--- config.mk ---
export PLATFORM = sky130hd
export DESIGN_NAME = if_fetch_buf
export DESIGN_NICKNAME = d
export VERILOG_FILES = /design/src/rtl/if_fetch_buf.sv
export SDC_FILE = /design/constraint.sdc
export NUM_CORES = 1
export LEC_CHECK = 0
export BUFFER_PORTS_ARGS = -buffer_cell sky130_fd_sc_hd__buf_2
export CAP_MARGIN = 30
export CORE_UTILIZATION = 61
export DETAILED_ROUTE_END_ITERATION = 7
export GPL_TIMING_DRIVEN = 0
export PLACE_DENSITY = 0.81
export SYNTH_ARGS = -nofsm -noshare
export SYNTH_HDL_FRONTEND = slang
export SYNTH_SLANG_ARGS = --single-unit
--- constraint.sdc ---
create_clock -name clk -period 16.45 [get_ports clk]
set_input_delay 1.645 -clock clk [delete_from_list [all_inputs] [get_ports clk]]
set_output_delay 1.645 -clock clk [all_outputs]
set_load 0.05 [all_outputs]
--- src/rtl/if_fetch_buf.sv ---
// -----------------------------------------------------------------------------
// if_fetch_buf
// Instruction fetch stage sitting directly upstream of decode. Owns the PC,
// issues word-aligned fetches on a req/gnt/rvalid instruction bus, buffers the
// returned words in a DEPTH-entry FIFO, and presents the FIFO head to id.
// A jump from ex redirects the PC, flushes the FIFO and drops any responses
// still in flight for the old path (DRAIN state until they have all returned).
//
// Optional feature (macro IFB_BYPASS_EN):
//   defined   - a response arriving while the FIFO is empty and nothing is
//               being discarded is shown to id in the same cycle; if id does
//               not stall it is consumed there and never enters the FIFO.
//   undefined - id only ever sees the registered FIFO head.
//
// Parameters:
//   RESET_ADDR  first fetch PC after reset
//   DEPTH       FIFO entries and max (in-flight + buffered) credit, 2^n >= 2
//
// Ports:
//   clk, rst        rising-edge clock, asynchronous active-high reset
//   jump_flag_i     redirect pulse from ex (wins over hold_i and pop)
//   jump_addr_i     redirect target, bits [1:0] ignored
//   hold_i          id stall, head not consumed this cycle
//   ibus_req_o      fetch request valid
//   ibus_addr_o     fetch address (current PC)
//   ibus_gnt_i      request accepted when ibus_req_o && ibus_gnt_i
//   ibus_rvalid_i   in-order response valid, at least one cycle after grant
//   ibus_rdata_i    response instruction word
//   inst_o          instruction to id, NOP when not valid
//   inst_addr_o     PC of inst_o, zero when not valid
//   inst_valid_o    instruction valid to id
// -----------------------------------------------------------------------------
module if_fetch_buf #(
  parameter logic [31:0] RESET_ADDR = 32'h0000_0000,
  parameter int unsigned DEPTH      = 2
) (
  input  logic        clk,
  input  logic        rst,
  input  logic        jump_flag_i,
  input  logic [31:0] jump_addr_i,
  input  logic        hold_i,
  output logic        ibus_req_o,
  output logic [31:0] ibus_addr_o,
  input  logic        ibus_gnt_i,
  input  logic        ibus_rvalid_i,
  input  logic [31:0] ibus_rdata_i,
  output logic [31:0] inst_o,
  output logic [31:0] inst_addr_o,
  output logic        inst_valid_o
);

  localparam int unsigned AW = $clog2(DEPTH);
  localparam int unsigned CW = AW + 1;
  localparam int unsigned SW = CW + 1;
  localparam logic [31:0] NOP_INST = 32'h0000_0013;

  typedef enum logic [0:0] {
    ST_FETCH = 1'b0,
    ST_DRAIN = 1'b1
  } state_e;

  typedef struct packed {
    logic [31:0] addr;
    logic [31:0] data;
  } entry_t;

  // Architectural state
  state_e        state_q, state_d;
  logic [31:0]   pc_q, pc_d;
  logic [CW-1:0] out_q, out_d;      // granted requests whose response is pending
  logic [CW-1:0] disc_q, disc_d;    // pending responses belonging to a dead path
  logic [CW-1:0] cnt_q, cnt_d;      // instruction FIFO occupancy
  entry_t        fifo_q [DEPTH];
  entry_t        fifo_d [DEPTH];
  logic [AW-1:0] rd_q, rd_d, wr_q, wr_d;
  logic [31:0]   afifo_q [DEPTH];   // PCs of live in-flight requests, in grant order
  logic [31:0]   afifo_d [DEPTH];
  logic [AW-1:0] ard_q, ard_d, awr_q, awr_d;

  // Per-cycle control
  logic          rsp;
  logic          rsp_keep;
  logic          head_valid;
  logic          credit_ok;
  logic          req;
  logic          grant;
  logic          byp_hit;
  logic          byp_take;
  logic          push;
  logic          pop;
  logic [CW-1:0] disc_jump;

  // Handshake decode and credit
  always_comb begin
    rsp        = ibus_rvalid_i && (out_q != '0);
    rsp_keep   = rsp && (disc_q == '0);
    head_valid = (cnt_q != '0);
    credit_ok  = (SW'(out_q) + SW'(cnt_q)) < SW'(DEPTH);
    // rst gating keeps the bus quiet while reset is held
    req        = !rst && (state_q == ST_FETCH) && credit_ok && !jump_flag_i;
    grant      = req && ibus_gnt_i;
`ifdef IFB_BYPASS_EN
    byp_hit    = !rst && !head_valid && rsp_keep && !jump_flag_i;
`else
    byp_hit    = 1'b0;
`endif
    byp_take   = byp_hit && !hold_i;
    push       = rsp_keep && !jump_flag_i && !byp_take;
    pop        = head_valid && !hold_i && !jump_flag_i;
    // A response returning in the jump cycle is already accounted for
    disc_jump  = out_q - CW'(rsp);
  end

  assign ibus_req_o  = req;
  assign ibus_addr_o = pc_q;

  // Instruction presented to id
  always_comb begin
    inst_valid_o = 1'b0;
    inst_o       = NOP_INST;
    inst_addr_o  = 32'h0000_0000;
    if (byp_hit) begin
      inst_valid_o = 1'b1;
      inst_o       = ibus_rdata_i;
      inst_addr_o  = afifo_q[ard_q];
    end else if (head_valid) begin
      inst_valid_o = 1'b1;
      inst_o       = fifo_q[rd_q].data;
      inst_addr_o  = fifo_q[rd_q].addr;
    end
  end

  // Next-state logic
  always_comb begin
    state_d = state_q;
    pc_d    = pc_q;
    out_d   = out_q + CW'(grant) - CW'(rsp);
    disc_d  = disc_q;
    cnt_d   = cnt_q;
    rd_d    = rd_q;
    wr_d    = wr_q;
    ard_d   = ard_q;
    awr_d   = awr_q;
    fifo_d  = fifo_q;
    afifo_d = afifo_q;

    if (jump_flag_i) begin
      // Redirect: nothing was granted this cycle, so both FIFOs simply empty
      pc_d    = {jump_addr_i[31:2], 2'b00};
      disc_d  = disc_jump;
      cnt_d   = '0;
      rd_d    = '0;
      wr_d    = '0;
      ard_d   = '0;
      awr_d   = '0;
      state_d = (disc_jump != '0) ? ST_DRAIN : ST_FETCH;
    end else begin
      if (grant) begin
        pc_d           = pc_q + 32'd4;
        afifo_d[awr_q] = pc_q;
        awr_d          = awr_q + AW'(1);
      end

      if (rsp_keep) begin
        ard_d = ard_q + AW'(1);
      end

      if (rsp && (disc_q != '0)) begin
        disc_d = disc_q - CW'(1);
      end

      if (push) begin
        fifo_d[wr_q].addr = afifo_q[ard_q];
        fifo_d[wr_q].data = ibus_rdata_i;
        wr_d              = wr_q + AW'(1);
      end

      if (pop) begin
        rd_d = rd_q + AW'(1);
      end

      cnt_d = cnt_q + CW'(push) - CW'(pop);

      if ((state_q == ST_DRAIN) && (disc_d == '0)) begin
        state_d = ST_FETCH;
      end
    end
  end

  // State registers
  always_ff @(posedge clk or posedge rst) begin
    if (rst) begin
      state_q <= ST_FETCH;
      pc_q    <= RESET_ADDR;
      out_q   <= '0;
      disc_q  <= '0;
      cnt_q   <= '0;
      rd_q    <= '0;
      wr_q    <= '0;
      ard_q   <= '0;
      awr_q   <= '0;
      for (int unsigned i = 0; i < DEPTH; i++) begin
        fifo_q[i]  <= '0;
        afifo_q[i] <= '0;
      end
    end else begin
      state_q <= state_d;
      pc_q    <= pc_d;
      out_q   <= out_d;
      disc_q  <= disc_d;
      cnt_q   <= cnt_d;
      rd_q    <= rd_d;
      wr_q    <= wr_d;
      ard_q   <= ard_d;
      awr_q   <= awr_d;
      fifo_q  <= fifo_d;
      afifo_q <= afifo_d;
    end
  end

  // Structural invariants of the credit scheme
  a_no_overflow: assert property (@(posedge clk) disable iff (rst)
    !(push && !pop && (cnt_q == CW'(DEPTH))));

  a_credit_bound: assert property (@(posedge clk) disable iff (rst)
    (SW'(out_q) + SW'(cnt_q)) <= SW'(DEPTH));

  a_discard_bound: assert property (@(posedge clk) disable iff (rst)
    disc_q <= out_q);

endmodule

==> results of run 1 <==
## synth_stat cells (3+ instances only)
cell	number	share of area
a22oi_1	6	0.0044
nand2_1	46	0.017
dfrtp_1	225	0.54
or4_1	8	0.0058
o21ai_0	15	0.0073
a21oi_1	62	0.030
xnor2_1	5	0.0042
mux2i_1	93	0.090
ha_1	7	0.0085
buf_1	9	0.0033
nor2_1	140	0.051
mux2_2	124	0.14
xor2_1	5	0.0042
a221o_1	4	0.0039
and3_1	4	0.0024
o211ai_1	16	0.012
clkbuf_1	35	0.013
o311ai_0	11	0.0093
nand3_1	27	0.013
nand4_1	11	0.0067
or3_1	3	0.0018
inv_1	11	0.0040
buf_2	16	0.0077
buf_4	4	0.0029
## power by group
part / switching, mW / internal, mW
clock network: 0.211 / 0.319
logic: 0.468 / 0.293
registers: 0.129 / 0.767
## registers in the layout (all words and copies together) (netlist names)
register,cells
disc_q,2
state_q,1
afifo_q,60
ibus_addr_o,30
wr_q,1
awr_q,1
out_q,2
fifo_q,124
rd_q,1
ard_q,1
cnt_q,2
## layer usage
layer,global-route usage,vias to the layer above,share of wire
met5,0,-,0
met4,0.108,0,0.024
met3,0.0400,46,0.061
met2,0.469,304,0.48
met1,0.404,3860,0.44
li1,-,3597,-
## cell families (layout without fill, tap and decap cells)
logic type      after synthesis  after routing
compound gates              120            120
xor+xnor                     10             10
fa+ha+maj                     8              8
buf+inv                      77            280
flops                       225            225
mux                         217            217
other cells                   1              5
simple gates                252            252
## critical path: cells and delay by family
kind          cells  cell delay (ps)
simple gates      2              720
buf+inv           2              510
## final cells by class
cell class / count / share of cell area
diodes: 1 / 0.000204
plain buffers: 65 / 0.0234
clock buffers: 40 / 0.0630
clock inverters: 2 / 0.00133
inverters: 12 / 0.00429
multi-input cells: 611 / 0.358
flip-flops and latches: 225 / 0.460
well taps: 220 / 0.0225
repair buffers: 161 / 0.0676
## metrics by stage
| step | hold slack [ps] | power [mW] | util |
|---|---|---|---|
| after floorplan | 473 | 1.46 | - |
| after global placement | 486 | 1.62 | 0.689 |
| after detailed placement | 493 | 1.66 | 0.691 |
| after CTS | 507 | 2.19 | 0.739 |
| after global routing | 511 | 2.31 | 0.739 |
| final | 503 | 2.19 | 0.739 |
## worst paths after layout
kind / startpoint / end / slack [ps] / cells past startpoint
worst min register to register: afifo_q[35] / afifo_q[35] / 500 / 1
worst max-delay path: jump_flag_i / ibus_req_o / 11920 / 4
worst max register to register: out_q[0] / out_q[1] / 13150 / 12
max in group asynchronous: rst / fifo_q[16] / 14110 / 3
worst min-delay path: afifo_q[35] / afifo_q[35] / 500 / 1
min in group asynchronous: rst / ibus_addr_o[13] / 1260 / 2
==> metrics list, run 1 <==
- Run status: completed
* WP data arrival: 2880 ps
- Hold bufs inserted after CTS: 0
- Setup repair after global routing left no endpoint under its margin.
- Post-layout min period: 4530 ps
- In the final design database the tool counted 1,178 nets.
- Register area: 5630 um2
* Sequential-to-total area share from yosys stat: 0.545
- Number of port buffers: 160
* Overall die area: 17,500 um2
- Share of synthesized area spent on multiplexers: 0.225
- Final Skew: 13.2 ps
* Xor/xnor share of the synthesized area: 0.00847
- Clock-pin slew was measured on the worst setup and hold paths at 60 ps.
- I/O pin cnt: 168
- The path class of the tightest hold or removal check is reg2reg.
- For this design, the sink count on the clock tree is 225.
- Synthesized instance count: 910
* Upper clock frequency limit: 221 MHz
- The signal on the critical path passes through clkbuf_1, or4_1, nor2_1, buf_2.
* Count of distinct cell types in the synthesized netlist: 44
- Cts bufs inserted: 24
* Largest net degree at the start of global routing: 135
- Synthesis-stage register bit count: 225
* Tightest Pin Transition: 903 ps
* Number of synthesized flops with an enable pin: 0
- Post-CTS resize count: 0
* Wire length of the first global-routing pass: 40,300 um
- Max Fanout on Critical Path: 9
* Synthesized-area fraction occupied by ao, oa, aoi and oai cells: 0.0708
- CTS built an H-tree with a depth of 1.
- For this run, the total global-route usage over all layers was measured as 0.290.
* Most frequently used flop master after synthesis: dfrtp_1
- Asr flop ratio synth: 1.00
- Fill cells in the final layout number 1,186.
- Final RePlAce weighted congestion: 0.896
* Largest family of logic cells by synthesized area: multiplexers
* Hold Fails Final Rpt: 0
- The tree is rooted in a clkbuf_16.
- The later pin in the worst-skew pair is clocked with a latency of 510 ps.
* Post-detailed-placement cell area: 11,500 um2
- After routing the design area is 12,300 um2.
- In the layout the commonest cells are 225 x dfrtp_1, 176 x buf_2, 140 x nor2_1, 124 x mux2_2, 93 x mux2i_1.
- Half-perimeter wire length after detailed placement: 16,600 um
- After synthesis the cells add up to 10,300 um2.
* Wire length per cell after detailed routing: 18.4 um
- WS Path Type: in2out
* Die height: 132 um
- Setup Buffers After CTS: 0
- For the worst setup path, the data required time is 14,800 ps.
- Non-filler cells, final: 1,337
- On the worst path, the slowest cell contributes a delay of 590 ps.
- The tool flagged a number of max-cap violations equal to 0.
- Of the total synthesized cell area, the portion taken by full adders, half adders and majority gates is 0.0104.
* Share of the clock period used by the worst path: 0.275
* Nature of the critical path endpoint: primary output
- The number of global-route vias before repair came to 7,860.
- Once placement completed, the tool counted placed cells totaling 1,294.
- In this run the static leakage power is 5.69 nW.
- Post-detailed-routing wire length: 24,600 um
* Clock tree from TritonCTS: built
* Layout overhead on the synthesized area: 18.5%
- The number of antenna violations at the first check in global routing was 1.
- Number of warnings reported in the yosys synthesis log: 0
* Avg Cell Area, Syn: 11.4 um2
- Overall overflow remaining after global route: 0
- Worst-case setup margin in the final layout: 11,920 ps
* Area used by multi-input combinational logic: 4390 um2
- Via-per-instance ratio: 5.84
- The worst setup path is launched from an input port.
- After detailed routing, the number of remaining DRC violations is 0.
- In this run the core area contains 47 standard-cell rows.
* Most common cell after layout, fill and taps aside: dfrtp_1
- Area inside the core boundary: 16,600 um2
- Max-slew violation count: 0
* Starting density of the core: 0.624
- Setup violations remaining at the end of the flow were counted as 0.
- Setup TNS Final: 0 ps
- The detail route stage leaves a number of antenna-violating nets equal to 0.
* Chip width: 132 um
* Max Buffers Root-to-Sink: 3
- Max-slew headroom: 0.398
- Via total after detailed routing: 7,807
- Router iterations before antenna repair: 5
- Of the total synthesized cell area, the portion taken by AND, OR, NAND and NOR gates is 0.108.
* Highest-delay cell along the critical path: or4_1
- Share of cells above drive strength 1: 0.313
- IR analysis of the VDD net gives a maximum drop of 0.0891 mV.
* Worst slack at placement: 11,950 ps
- Power spread over the standard cell area amounts to 178 nW/um2.
* Number of DRC markers after the initial detailed-route iteration: 500
Power figures use the tool's default switching activity.
==> run 2: changes to the inputs <==
--- a/config.mk
+++ b/config.mk
@@ -5,12 +5,13 @@
 export SDC_FILE = /design/constraint.sdc
 export NUM_CORES = 1
 export LEC_CHECK = 0
+export ABC_AREA = 1
 export BUFFER_PORTS_ARGS = -buffer_cell sky130_fd_sc_hd__buf_2
 export CAP_MARGIN = 30
-export CORE_UTILIZATION = 61
+export CORE_UTILIZATION = 52
 export DETAILED_ROUTE_END_ITERATION = 7
 export GPL_TIMING_DRIVEN = 0
-export PLACE_DENSITY = 0.81
+export PLACE_DENSITY = 0.73
 export SYNTH_ARGS = -nofsm -noshare
 export SYNTH_HDL_FRONTEND = slang
 export SYNTH_SLANG_ARGS = --single-unit
==> constraint.sdc (replaced) <==
create_clock -name clk -period 4 [get_ports clk]
set_input_delay 0.4 -clock clk [delete_from_list [all_inputs] [get_ports clk]]
set_output_delay 0.4 -clock clk [all_outputs]
set_load 0.05 [all_outputs]
==> metrics list, run 2 <==
* Via-per-instance ratio: 5.21 (was 5.84)
- The fraction of final layout cells with drive strength greater than 1 came to 0.163 (was 0.313).
* Overall die area: 21,300 um2 (was 17,500 um2)
* Power share of the clock group: 0.271 (was 0.242)
- Top-count cell post-synth: nand2_1 (was dfrtp_1)
- The number of I/O port buffers came to 161 (was 160).
- The gate count after technology mapping came to 1,392 (was 910).
- DRC errors left: 0 (unchanged)
- Type of origin of the critical path: flip-flop (was input port)
* Number of warnings reported in the yosys synthesis log: 0 (unchanged)
* Clock tree from TritonCTS: built (unchanged)
- Logic pwr share: 0.317 (was 0.348)
- Via total after detailed routing: 9,758 (was 7,807)
- The number of global-route vias before repair came to 9,320 (was 7,860).
- The cell depth of the worst min-delay path came to 3 (was 1).
- Max-slew headroom: 0.584 (was 0.398)
- The kind of critical path was reg2out (was in2out).
* Final Skew: 8.52 ps (was 13.2 ps)
- Post-Syn Area: 10,800 um2 (was 10,300 um2)
- Asr flop ratio synth: 1.00 (unchanged)
- The critical path capture point type was a primary output (unchanged).
- Cts bufs inserted: 24 (unchanged)
- The power spent charging and discharging nets was 3.25 mW (was 0.808 mW).
- The final weighted congestion of routability-driven global placement came to 0.950 (was 0.896).
- Post-layout min period: 2840 ps
* Share of the clock period used by the worst path: 0.710
* Max Fanout on Critical Path: 10 (was 9)
- The cell type contributing the most total cell area after synthesis is dfrtp_1 (unchanged).
- The most frequent standard cell in the layout excluding fill and tap cells is nand2_1 (was dfrtp_1).
* Wire length of the first global-routing pass: 46,900 um (was 40,300 um)
- Number of H-tree levels: 1 (unchanged)
- The worst min-delay path class was in2reg (was reg2reg).
- The register with the highest flop count was fifo_q (unchanged).
- Internal Dissipation: 5.35 mW (was 1.38 mW)
- The final worst setup slack came to 1160 ps (was 11,920 ps).
* Worst slack at placement: 1620 ps (was 11,950 ps)
- Static timing analysis puts the maximum clock frequency at 352 MHz.
- The sequential group share of total power was 0.411 (was 0.410).
- The total negative setup slack came to 0 ps (unchanged).
- Data required time of the critical path: 3600 ps (was 14,800 ps)
- Number of fill cells: 1,830 (was 1,186)
- Run status: completed (unchanged)
* Tightest Pin Transition: 625 ps (was 903 ps)
- Cell types occupying the most area after synthesis: dfrtp_1 52%, nand2_1 17%, o21ai_0 7.5%, inv_1 4.0%, nand3_1 3.9% (was dfrtp_1 54%, mux2_2 14%, mux2i_1 9.0%, nor2_1 5.1%, a21oi_1 3.0%)
* Half-perimeter wire length after detailed placement: 20,300 um (was 16,600 um)
- Largest net degree at the start of global routing: 44 (was 135)
* Antenna Diode Count: 0 (was 1)
- Area inside the core boundary: 20,300 um2 (was 16,600 um2)
* Highest-delay cell along the critical path: clkbuf_1 (was or4_1)
* Max Buffers Root-to-Sink: 3 (unchanged)
* Yosys top cell area share: 0.523 (was 0.545)
- Most common library cells after synthesis: 496 x nand2_1, 225 x dfrtp_1, 162 x o21ai_0 (was 225 x dfrtp_1, 140 x nor2_1, 124 x mux2_2)
- The average instance area after synthesis came to 7.74 um2 (was 11.4 um2).
* Power density relative to cell area: 666 nW/um2 (was 178 nW/um2)
- The hold violation count in the final report is 0 (unchanged).
- Final setup viols: 0 (unchanged)
- Layout overhead on the synthesized area: 19.7% (was 18.5%)
- The largest incremental delay on the critical path was 470 ps (was 590 ps).
* Router iterations before antenna repair: 5 (unchanged)
- The overall fraction of global-route tracks in use came to 0.271 (was 0.290).
- The prevailing post-synth register cell is dfrtp_1 (unchanged).
- Commonest cells after routing, fill and taps aside: 496 x nand2_1, 225 x dfrtp_1, 182 x buf_2, 162 x o21ai_0, 115 x inv_1 (was 225 x dfrtp_1, 176 x buf_2, 140 x nor2_1, 124 x mux2_2, 93 x mux2i_1).
* Hold slack final: 102 ps (was 503 ps)
* Switching share of total power: 0.378 (was 0.370)
- The width of the die is 146 um (was 132 um).
- The arrival time of the worst setup path was 2440 ps (was 2880 ps).
- Count of distinct cell types in the synthesized netlist: 32 (was 44)
* Wire length per cell after detailed routing: 15.0 um (was 18.4 um)
* Leak: 6.67 nW (was 5.69 nW)
- Sequential-to-total area share from yosys stat: 0.523 (was 0.545)
- The number of slew-limit violations in the final report is 0 (unchanged).
- Overall overflow remaining after global route: 0 (unchanged)
- Die height: 146 um (was 132 um)
- Number of synthesized flops with an enable pin: 0 (unchanged)
- The flip-flop count of the largest register, all copies and words added was 124 (unchanged).
* Worst-path cell chain: nor2_1, inv_1, clkbuf_1, o21ai_0, a21oi_1, buf_2 (was clkbuf_1, or4_1, nor2_1, buf_2)
- The flop-to-flop setup slack was 1600 ps (was 13,150 ps).
- Number of DRC markers after the initial detailed-route iteration: 643 (was 500)
- Synthesis-stage register bit count: 225 (unchanged)
- Layout Nets: 1,667 (was 1,178)
- The count of boundary I/O pins is 168 (unchanged).
- Post-detailed-routing wire length: 28,100 um (was 24,600 um)
- The number of antenna violations at the first check in global routing was 0 (was 1).
- The root buffer selected by CTS was clkbuf_16 (unchanged).
- Number of antenna-violating nets in the routed design: 0 (unchanged)
* Reg clk slew, reported paths: 60 ps (about the same)
* Number of max-cap violations: 0 (unchanged)
* Skew-Pair Late Insertion Delay: 510 ps (about the same)
- The largest vdd supply drop was 0.327 mV (was 0.0891 mV).
- Starting density of the core: 0.531 (was 0.624)
- The number of rows in the core area was 52 (was 47).
- Unrepaired setup endpoints after global routing: false (unchanged).
* Depth of the worst register-to-register path: 10 (was 12)
- The number of sinks handled by clock tree synthesis is 225 (unchanged).
[run 2: cell count changes in the layout (fill, tap and decap cells not counted), moves of 9 or more]
cell	change
a21oi_1	+20
inv_1	+105
mux2_2	-124
mux2i_1	-93
nand2_1	+450
nand3_1	+56
nand4_1	-10
nor2_1	-75
o211ai_1	-9
o21ai_0	+147
o21ai_1	+38
o311ai_0	-11
[run 2: stage by stage]
stage | util | instance area (um2) | power, mW | instances
final | 0.636 | 12900 | 8.60 | 1874
after floorplan | - | 10800 | 5.50 | 1395
after detailed placement | 0.594 | 12100 | 6.27 | 1832
after global routing | 0.636 | 12900 | 9.16 | 1874
after CTS | 0.636 | 12900 | 8.62 | 1874
after global placement | 0.588 | 11900 | 6.17 | 1826
[run 2: kinds of logic (layout without fill, tap and decap cells)]
| kind of cell | count (synthesis) | count (layout) | synth area share |
|---|---|---|---|
| AOI/OAI and AO/OA | 290 | 290 | 0.137 |
| buffers and inverters | 201 | 410 | 0.0790 |
| adders and majority gates | 8 | 8 | 0.00999 |
| other | 1 | 4 | 0.000348 |
| xor gates and xnor gates | 5 | 5 | 0.00407 |
| and+or+nand+nor | 662 | 662 | 0.247 |
| DFF | 225 | 225 | 0.523 |
[run 2: cell type report]
type                    count  area, um2  share of cell area
plain buffers              79        393              0.0305
flip-flops and latches    225       5630               0.436
well taps                 270        338              0.0262
repair buffers            168        936              0.0725
multi-input cells         969       4300               0.334
inverters                 122        462              0.0358
clock buffers              35        733              0.0568
clock inverters             6        105             0.00815
[run 2: path summary, 6_finish.rpt]
kind	startpoint	end
min	jump_addr_i[23]	ibus_addr_o[23]
max reg2reg	out_q[0]	out_q[1]
max	cnt_q[1]	inst_addr_o[30]
max in group asynchronous	rst	fifo_q[12]
min in group asynchronous	rst	ibus_addr_o[5]
min reg2reg	fifo_q[125]	fifo_q[125]
[run 2: metal layers]
metal  vias to the layer above  part of all wire  GRT usage
met5                         -                 0          0
met4                         0             0.018     0.0763
met3                        39             0.055     0.0295
met2                       321              0.47      0.442
met1                      4572              0.45      0.386
li1                       4826                 -          -
[run 2: timing repair]
| action | in CTS | in global routing |
|---|---|---|
| hold buffers | 1 | 0 |
| endpoints found under the hold margin | 18 | 0 |
| gates resized for setup | 0 | 0 |
| setup buffers | 0 | 0 |
[run 2: power groups by stage]
stage,clock [mW],combinational (mW),sequential (mW)
final,2.33,2.73,3.54
after CTS,2.36,2.73,3.53
after global routing,2.46,3.07,3.62
after floorplan,0,1.89,3.61
after global placement,0,2.64,3.53
after detailed placement,0,2.71,3.56
[run 2: worst max-delay path, delay by kind of cell, from the launching register on]
| family | cells | cell delay, ps |
|---|---|---|
| DFF | 1 | 420 |
| and+or+nand+nor | 1 | 150 |
| buffers and inverters | 3 | 1000 |
| AOI/OAI and AO/OA | 2 | 370 |
==> run 3: changes to the inputs <==
==> constraint.sdc (replaced) <==
create_clock -name clk -period 2.55 [get_ports clk]
set_input_delay 0.255 -clock clk [delete_from_list [all_inputs] [get_ports clk]]
set_output_delay 0.255 -clock clk [all_outputs]
set_load 0.05 [all_outputs]
==> metrics list, run 3 (same netlist as run 2, synthesis figures left out) <==
- Run status: completed (unchanged).
- Worst-path cell chain: nand2_1, inv_1, fa_1, nor2_1, nand2_1, nor2_1, buf_2 (was nor2_1, inv_1, clkbuf_1, o21ai_0, a21oi_1, buf_2)
- Antenna Diode Count: 0 (unchanged)
* Post-detailed-routing wire length: 28,700 um (was 28,100 um)
- Clock sink count: 225 (unchanged)
- Overall overflow remaining after global route: 0 (unchanged)
* Clock tree from TritonCTS: built (unchanged)
- Via count of the first global-routing pass: 9,561 (was 9,320)
* Number of port buffers: 161 (unchanged)
- Cts bufs inserted: 24 (unchanged)
- The root buffer selected by CTS is clkbuf_16 (unchanged).
- The floorplan die height came to 146 um (unchanged).
- Power density relative to cell area: 1020 nW/um2 (was 666 nW/um2)
- Register-to-register setup slack: 190 ps (was 1600 ps)
- The area used by sequential logic in the layout is 5630 um2 (unchanged).
- The worst-margin pin slew is 666 ps (was 625 ps).
* Crit path largest cell delay: 430 ps (was 470 ps)
* Chip width: 146 um (unchanged)
- DRC errors left: 0 (unchanged)
* Tot Pwr: 13.5 mW (was 8.60 mW)
- Number of DRC markers after the initial detailed-route iteration: 625 (was 643)
- Largest net degree at the start of global routing: 44 (unchanged)
- Hold crit path type: in2reg (unchanged)
* Flip-flop count of the largest register after layout: 124 (unchanged)
- The relative area change from synthesis to final layout came to 23.3% (was 19.7%).
- Highest-delay cell along the critical path: fa_1 (was clkbuf_1)
* Max VDD drop: 0.516 mV (was 0.327 mV)
- Capture endpoint of the worst hold path: fifo_q[26] (was ibus_addr_o[23])
- The arrival time of the worst setup path came to 2140 ps (was 2440 ps).
- Based on the critical path, the design can be clocked at up to 417 MHz.
- The initial standard-cell utilization of the core is 0.531 (unchanged).
* Type of origin of the critical path: flip-flop (unchanged)
- Skew-Pair Late Insertion Delay: 510 ps (about the same)
- The static leakage is 6.85 nW (was 6.67 nW).
- The clock skew came to 10.7 ps (was 8.52 ps).
* Post-Layout Inst Area: 13,300 um2 (was 12,900 um2)
- Depth of the worst register-to-register path: 10 (unchanged)
- Wire length per cell after detailed routing: 15.0 um (about the same)
* RR Endpoint: out_q[1] (unchanged)
* Final setup viols: 0 (unchanged)
* Number of max-cap violations: 0 (unchanged)
* Launching point of the worst reg2reg path: out_q[0] (unchanged)
- Commonest cells after routing, fill and taps aside: 496 x nand2_1, 225 x dfrtp_1, 182 x buf_2, 162 x o21ai_0, 115 x inv_1 (unchanged).
- The maximum number of buffers from clock root to sink was 3 (unchanged).
* Area used by multi-input combinational logic: 4320 um2 (was 4300 um2)
- WS Path Type: reg2out (unchanged)
- The most frequent standard cell in the layout excluding fill and tap cells was nand2_1 (unchanged).
- Via total after detailed routing: 9,951 (was 9,758)
* Layout Nets: 1,703 (was 1,667)
- The data required time of the critical path is 2300 ps (was 3600 ps).
- Max-slew violation count: 0 (unchanged)
* Max-slew headroom: 0.556 (was 0.584)
- Hold Fails Final Rpt: 0 (unchanged)
- Number of antenna-violating nets in the routed design: 0 (unchanged)
- Post-detailed-placement cell area: 12,100 um2 (unchanged)
* Number of antenna violations at the first check in global routing: 0 (unchanged)
- Depth of the worst hold-timing path: 3 (unchanged)
- Number of fill cells: 1,767 (was 1,830)
* Reg clk slew, reported paths: 60 ps (about the same)
* Via-per-instance ratio: 5.21 (about the same)
- Number of H-tree levels: 1 (unchanged)
- All-layer global routing usage: 0.276 (was 0.271)
- The register with the highest flop count was fifo_q (unchanged).
- The number of rows in the core area is 52 (unchanged).
- Wire length of the first global-routing pass: 47,700 um (was 46,900 um)
- The core area was 20,300 um2 (unchanged).
- The die outline area is 21,300 um2 (unchanged).
* Share of the clock period used by the worst path: 0.940
- The hold path startpoint was ibus_rdata_i[26] (was jump_addr_i[23]).
- The final weighted congestion of routability-driven global placement came to 0.950 (unchanged).
- The maximum fanout along the worst path came to 4 (was 10).
- The smallest clock period supported by the final layout is computed as 2400 ps.
* I/O pin cnt: 168 (unchanged)
- The critical path capture point type is a primary output (unchanged).
* Half-perimeter wire length after detailed placement: 20,300 um (unchanged)
- Router iterations before antenna repair: 7 (was 5)
* Share of cells above drive strength 1: 0.165 (was 0.163)
[run 3: cell count changes in the layout (fill, tap and decap cells not counted), sizes merged]
cell,previous run,this run
dlygate4sd3,1,37
[run 3: layout make-up]
class	instances	share of cell area
Buffer	79	0.0305
Tap cell	270	0.0254
Sequential cell	225	0.424
Clock buffer	35	0.0552
Clock inverter	6	0.00791
Inverter	122	0.0348
Timing Repair Buffer	204	0.0976
Multi-Input combinational cell	969	0.325
[run 3: layer usage]
metal / track usage / part of all wire / vias to the layer above
met3: 0.0295 / 0.060 / 41
met5: 0 / 0 / -
li1: - / - / 4899
met2: 0.456 / 0.48 / 344
met1: 0.386 / 0.44 / 4667
met4: 0.0821 / 0.020 / 0
[run 3: metrics by stage]
| step | setup slack [ps] | utilization | std cells | hold slack, ps | setup TNS [ps] |
|---|---|---|---|---|---|
| 2_1_floorplan | -643 | - | 1395 | 376 | -144680 |
| 3_3_place_gp | -2020 | 0.588 | 1826 | 448 | -450060 |
| 3_5_place_dp | 167 | 0.594 | 1832 | 327 | 0 |
| 4_1_cts | 9.42 | 0.654 | 1910 | 0.192 | 0 |
| 5_1_grt | -1.06 | 0.654 | 1910 | 3.98 | -1.06 |
| 6_report | 152 | 0.654 | 1910 | 12.2 | 0 |
[run 3: report_power, final]
part,internal (mW),switching (mW)
Clock,2.28,1.37
Sequential,4.85,0.695
Combinational,1.30,3.05
Total,8.44,5.11
[run 3: worst max path at each step]
stage | startpoint | end | cells past startpoint
final | out_q[0] | ibus_req_o | 7
after global placement | rst | fifo_q[58] | 2
after global routing | out_q[0] | ibus_req_o | 7
after floorplan | rst | afifo_q[10] | 1
after CTS | rd_q | inst_addr_o[17] | 5
after detailed placement | out_q[0] | out_q[1] | 10
[run 3: worst max-delay path, delay by kind of cell (launching register included)]
family / cells / cell delay, ps
and+or+nand+nor: 4 / 490
DFF: 1 / 420
adders and majority gates: 1 / 430
buffers and inverters: 2 / 300
[run 3: repair_timing]
item / 4_1_cts / 5_1_grt
hold buffers: 37 / 0
endpoints found under the setup margin: 21 / 36
cloned: 0 / 0
endpoints found under the hold margin: 54 / 0
gates resized for setup: 5 / 11
buffers inserted: 0 / 0
